<file path="src/rtl/wb_arbiter.sv">
// Writeback arbiter: per-source result FIFOs feed WB_SIZE registered writeback
// slots through a round-robin scan that resumes after the last granted source.
module wb_arbiter #(
  parameter int SRC_NUM    = 6,
  parameter int WB_SIZE    = 4,
  parameter int PREG_WIDTH = 7,
  parameter int XLEN       = 32,
  parameter int FIFO_DEPTH = 2
) (
  input  logic                                 clk,
  input  logic                                 rst,
  input  logic [SRC_NUM-1:0]                   src_valid,
  output logic [SRC_NUM-1:0]                   src_ready,
  input  logic [SRC_NUM-1:0][PREG_WIDTH-1:0]   src_rd,
  input  logic [SRC_NUM-1:0][XLEN-1:0]         src_res,
  output logic [WB_SIZE-1:0]                   wb_en,
  output logic [WB_SIZE-1:0][PREG_WIDTH-1:0]   wb_rd,
  output logic [WB_SIZE-1:0][XLEN-1:0]         wb_res
);
  localparam int CNT_W  = $clog2(FIFO_DEPTH + 1);
  localparam int PTR_W  = (FIFO_DEPTH > 1) ? $clog2(FIFO_DEPTH) : 1;
  localparam int SRC_W  = (SRC_NUM > 1) ? $clog2(SRC_NUM) : 1;
  localparam int GNT_W  = $clog2(WB_SIZE + 1);
  localparam int SLOT_W = (WB_SIZE > 1) ? $clog2(WB_SIZE) : 1;

  logic [PREG_WIDTH-1:0] r_fifo_rd  [SRC_NUM][FIFO_DEPTH];
  logic [XLEN-1:0]       r_fifo_res [SRC_NUM][FIFO_DEPTH];
  logic [CNT_W-1:0]      r_count    [SRC_NUM];
  logic [PTR_W-1:0]      r_head     [SRC_NUM];
  logic [PTR_W-1:0]      r_tail     [SRC_NUM];
  logic [SRC_W-1:0]      r_rr_ptr;

  logic [SRC_NUM-1:0]    w_push;
  logic [SRC_NUM-1:0]    w_grant;
  logic [WB_SIZE-1:0]    w_slot_vld;
  logic [PREG_WIDTH-1:0] w_slot_rd  [WB_SIZE];
  logic [XLEN-1:0]       w_slot_res [WB_SIZE];
  logic [SRC_W-1:0]      w_rr_next;

  function automatic logic [PTR_W-1:0] ptr_inc(input logic [PTR_W-1:0] p);
    if (p == PTR_W'(FIFO_DEPTH - 1)) return '0;
    else return p + PTR_W'(1);
  endfunction

  // Ready depends only on the registered count, so a same-cycle pop never raises it.
  always_comb begin
    for (int i = 0; i < SRC_NUM; i++) begin
      src_ready[i] = (r_count[i] != CNT_W'(FIFO_DEPTH));
      w_push[i]    = src_valid[i] & src_ready[i];
    end
  end

  // Round-robin scan from r_rr_ptr; the n-th grant lands in slot n.
  always_comb begin
    logic [SRC_W:0]   sum;
    logic [SRC_W-1:0] sidx;
    logic [GNT_W-1:0] ngnt;
    logic [SRC_W-1:0] last;
    w_grant    = '0;
    w_slot_vld = '0;
    for (int k = 0; k < WB_SIZE; k++) begin
      w_slot_rd[k]  = '0;
      w_slot_res[k] = '0;
    end
    ngnt = '0;
    last = r_rr_ptr;
    sum  = '0;
    sidx = '0;
    for (int j = 0; j < SRC_NUM; j++) begin
      sum = {1'b0, r_rr_ptr} + (SRC_W+1)'(j);
      if (sum >= (SRC_W+1)'(SRC_NUM)) sum = sum - (SRC_W+1)'(SRC_NUM);
      else sum = sum;
      sidx = sum[SRC_W-1:0];
      if ((r_count[sidx] != '0) && (ngnt < GNT_W'(WB_SIZE))) begin
        w_grant[sidx]                  = 1'b1;
        w_slot_vld[ngnt[SLOT_W-1:0]]   = 1'b1;
        w_slot_rd[ngnt[SLOT_W-1:0]]    = r_fifo_rd[sidx][r_head[sidx]];
        w_slot_res[ngnt[SLOT_W-1:0]]   = r_fifo_res[sidx][r_head[sidx]];
        last = sidx;
        ngnt = ngnt + GNT_W'(1);
      end else begin
        ngnt = ngnt;
      end
    end
    if (ngnt == '0) w_rr_next = r_rr_ptr;
    else if (last == SRC_W'(SRC_NUM - 1)) w_rr_next = '0;
    else w_rr_next = last + SRC_W'(1);
  end

  // FIFO push/pop bookkeeping, writeback slot registers and round-robin pointer.
  always_ff @(posedge clk) begin
    if (rst) begin
      for (int i = 0; i < SRC_NUM; i++) begin
        r_count[i] <= '0;
        r_head[i]  <= '0;
        r_tail[i]  <= '0;
      end
      r_rr_ptr <= '0;
      wb_en    <= '0;
      wb_rd    <= '0;
      wb_res   <= '0;
    end else begin
      for (int i = 0; i < SRC_NUM; i++) begin
        if (w_push[i]) begin
          r_fifo_rd[i][r_tail[i]]  <= src_rd[i];
          r_fifo_res[i][r_tail[i]] <= src_res[i];
          r_tail[i]                <= ptr_inc(r_tail[i]);
        end
        if (w_grant[i]) r_head[i] <= ptr_inc(r_head[i]);
        if (w_push[i] && !w_grant[i]) r_count[i] <= r_count[i] + CNT_W'(1);
        else if (!w_push[i] && w_grant[i]) r_count[i] <= r_count[i] - CNT_W'(1);
      end
      // Idle slots keep their last rd/res; only the enable drops.
      for (int k = 0; k < WB_SIZE; k++) begin
        wb_en[k] <= w_slot_vld[k];
        if (w_slot_vld[k]) begin
          wb_rd[k]  <= w_slot_rd[k];
          wb_res[k] <= w_slot_res[k];
        end
      end
      r_rr_ptr <= w_rr_next;
    end
  end
endmodule

</file>
<file path="config.mk">
export PLATFORM = sky130hd
export DESIGN_NAME = wb_arbiter
export DESIGN_NICKNAME = d
export VERILOG_FILES = /design/src/rtl/wb_arbiter.sv
export SDC_FILE = /design/constraint.sdc
export NUM_CORES = 2
export LEC_CHECK = 0
export ABC_AREA = 1
export BUFFER_PORTS_ARGS = -buffer_cell sky130_fd_sc_hd__buf_4
export CAP_MARGIN = 20
export CORE_MARGIN = 2
export CORE_UTILIZATION = 40
export DETAILED_ROUTE_END_ITERATION = 10
export SLEW_MARGIN = 20
export SYNTH_ARGS = -nofsm -noshare
export SYNTH_HDL_FRONTEND = slang
export SYNTH_SLANG_ARGS = --single-unit
</file>
<file path="constraint.sdc">
create_clock -name clk -period 15.44 [get_ports clk]
set_input_delay 3.088 -clock clk [delete_from_list [all_inputs] [get_ports clk]]
set_output_delay 3.088 -clock clk [all_outputs]
set_load 0.05 [all_outputs]
</file>
==> impl_metrics.tcl <==
set metrics [dict create \
    postSynthNetCount 7191 \
    ant_nets 0 \
    rows 124 \
    hold_start "wb_res[43]$_SDFFE_PP0P_" \
    rsz0062_at_grt "no" \
    netlist_area_sq_um 46300 \
    clk_latency_ps 690 \
    hpwlAfterDp_um 162000 \
    cpPeakStageDelay_ps 950 \
    max_freq_ghz 0.125 \
    cap_violations 0 \
    drc 0 \
    grt_pass1_wl_um 318000 \
    syn_inst 6925 \
    hold_violations 0 \
    area_growth_pct 13.7 \
    post-route-period-util_pct 52.0 \
    worstSetupPathType "register to register" \
    reg2reg_depth 27 \
    final_common_cell "nand2_1" \
    clkTransAtPathRegs_ps 60 \
    hold_buffers 0 \
    path_buf_inv 8 \
    final_nets 7289 \
    start_kind "register" \
    dr.pass1.iters 8 \
    cts_tree "yes" \
    report.final.setup_viol 0 \
    r2r_slack_ps 7410 \
    grt_max_degree 213 \
    ys_types 52 \
    avgSynthCellArea_sq_um 6.68 \
    track_usage_pct 37.2 \
    wl_per_cell_um 26.4 \
    synth_edf_count 492 \
    grt-ovfl-total 0 \
    worstMarginPinSlew_ps 1390 \
    num_vias 50300 \
    place_ws_ps 7420 \
    place_congestion 0.992 \
    h-tree-depth 3 \
    worstReg2RegStart "r_rr_ptr[1]$_SDFFE_PP0P_" \
    cpMaxStageDelayCell "clkinv_2" \
    cts_buffers 78 \
    crit_start "r_rr_ptr[1]$_SDFFE_PP0P_" \
    ios 408 \
    hp-class "register to register" \
    cp_max_fo 67 \
    worst-path-stages 27 \
    layout_common_cells "2491 x nand2_1, 903 x o21ai_0, 813 x inv_1" \
    async_flop_share_pct 0 \
    min_delay_path_depth 2 \
    ys_warn_count 0 \
    min_period_ps 8030 \
    post-cts-setup-buffers 0 \
    clock_sinks 655 \
    numPortBuffers 407 \
    core_sq_um 115000 \
    initial_core_util_pct 40.4 \
    antenna_found_initial 5 \
    cp_top_family "simple AND/OR/NAND/NOR gates" \
    avgViaCountPerCell 5.85 \
    r2r-end "wb_res[13]$_SDFFE_PP0P_" \
    drt_wl_total_um 227000 \
    yosys_register_bits 655 \
    seq_area_frac_synth_pct 39.0 \
    crit_required_ps 16020 \
    finalClockSkew_ps 29.7 \
    slew-limit-headroom_pct 6.45 \
    worst_slack_ps 7410 \
    grt_pass1_vias 43704 \
    status "completed" \
    root_buffer "clkbuf_16" \
    drive_above_1_share_pct 10.4 \
    dieArea_sq_um 118000 \
    worstHoldEndpoint "wb_res[43]$_SDFFE_PP0P_" \
    dieWidth_um 344 \
    synth_ff_type "edfxtp_1" \
    arrival_ps 8610 \
    die_y_um 344 \
    drv_slew 0 \
    end_kind "register" \
    cts_resized 0 \
    tns_ps 0 \
    clock_path_buffers 3 \
    path_common_cell "nand2_1" \
    drt_iter0_drc 8791 \
]
worst max path at each step:
stage | to | slack (ps)
global placement | wb_res[51]$_SDFFE_PP0P_ | 7540
finish | wb_res[13]$_SDFFE_PP0P_ | 7410
detailed placement | wb_res[53]$_SDFFE_PP0P_ | 7420
floorplan | r_fifo_rd[1][0]$_DFFE_PP_ | 9540
global route | wb_rd[8]$_SDFFE_PP0P_ | 6730
CTS | wb_res[53]$_SDFFE_PP0P_ | 7390
layout make-up:
type | count | area, sq um
timing repair buffer | 514 | 3930
sequential | 655 | 18000
antenna | 1 | 2.50
multi-input combinational | 4933 | 23000
clock buffer | 103 | 2160
clock inverter | 37 | 398
fill | 11769 | 61900
tap | 1512 | 1890
inverter | 841 | 3170
cell usage after synthesis (all sizes together), types with 23 or more instances:
| cell | count | area (sq um) |
|---|---|---|
| nand2 | 2511 | 9460 |
| o21ai | 1045 | 5250 |
| inv | 835 | 3140 |
| edfxtp | 492 | 14800 |
| nand3 | 331 | 1700 |
| nor2 | 275 | 1100 |
| buf | 253 | 1330 |
| clkbuf | 243 | 912 |
| a21oi | 178 | 902 |
| o211ai | 167 | 1250 |
| dfxtp | 163 | 3260 |
| o22ai | 159 | 995 |
| o221ai | 72 | 631 |
| a22oi | 47 | 353 |
| nand4 | 41 | 263 |
| a31oi | 36 | 231 |
| ha | 23 | 288 |
routing by layer:
metal | global-route usage (%) | routed length, um
met3 | 16.3 | 37700
met4 | 11.5 | 7720
met1 | 54.0 | 97000
met2 | 48.5 | 84800
met5 | 0 | 40
tightest hold or removal path, stage by stage, from the launching register on:
cell	delay, ps
dfxtp_1	310
nand2_1	60
nand2_1	40
through the flow:
stage               area, sq um  hold WS, ps  cells  utilization (%)
floorplan                 46300          550   6925                -
global placement          50000          450   8450             43.6
detailed placement        50000          444   8451             43.6
CTS                       52500          458   8591             45.9
global route              52600          465   8595             46.0
finish                    52600          456   8596             46.0
logic make-up after synthesis:
family,Yosys count,synth area share [%]
AOI/OAI and AO/OA,1717,21.1
xor gates and xnor gates,1,0.0189
DFF,655,39.0
buffers and inverters,1337,11.7
adders and majority gates,24,0.665
and+or+nand+nor,3183,27.4
muxes,8,0.173
registers in the layout, summed over array words and instances, names as in the netlist, 4 cells and up:
name and count:
wb_rd 28, wb_en 4, r_count 12, wb_res 128
r_head 6, r_tail 6, r_fifo_res 384, r_fifo_rd 84
Power is not shown: default switching activity piles up to over one toggle a cycle in this logic, so the estimate is an artifact.
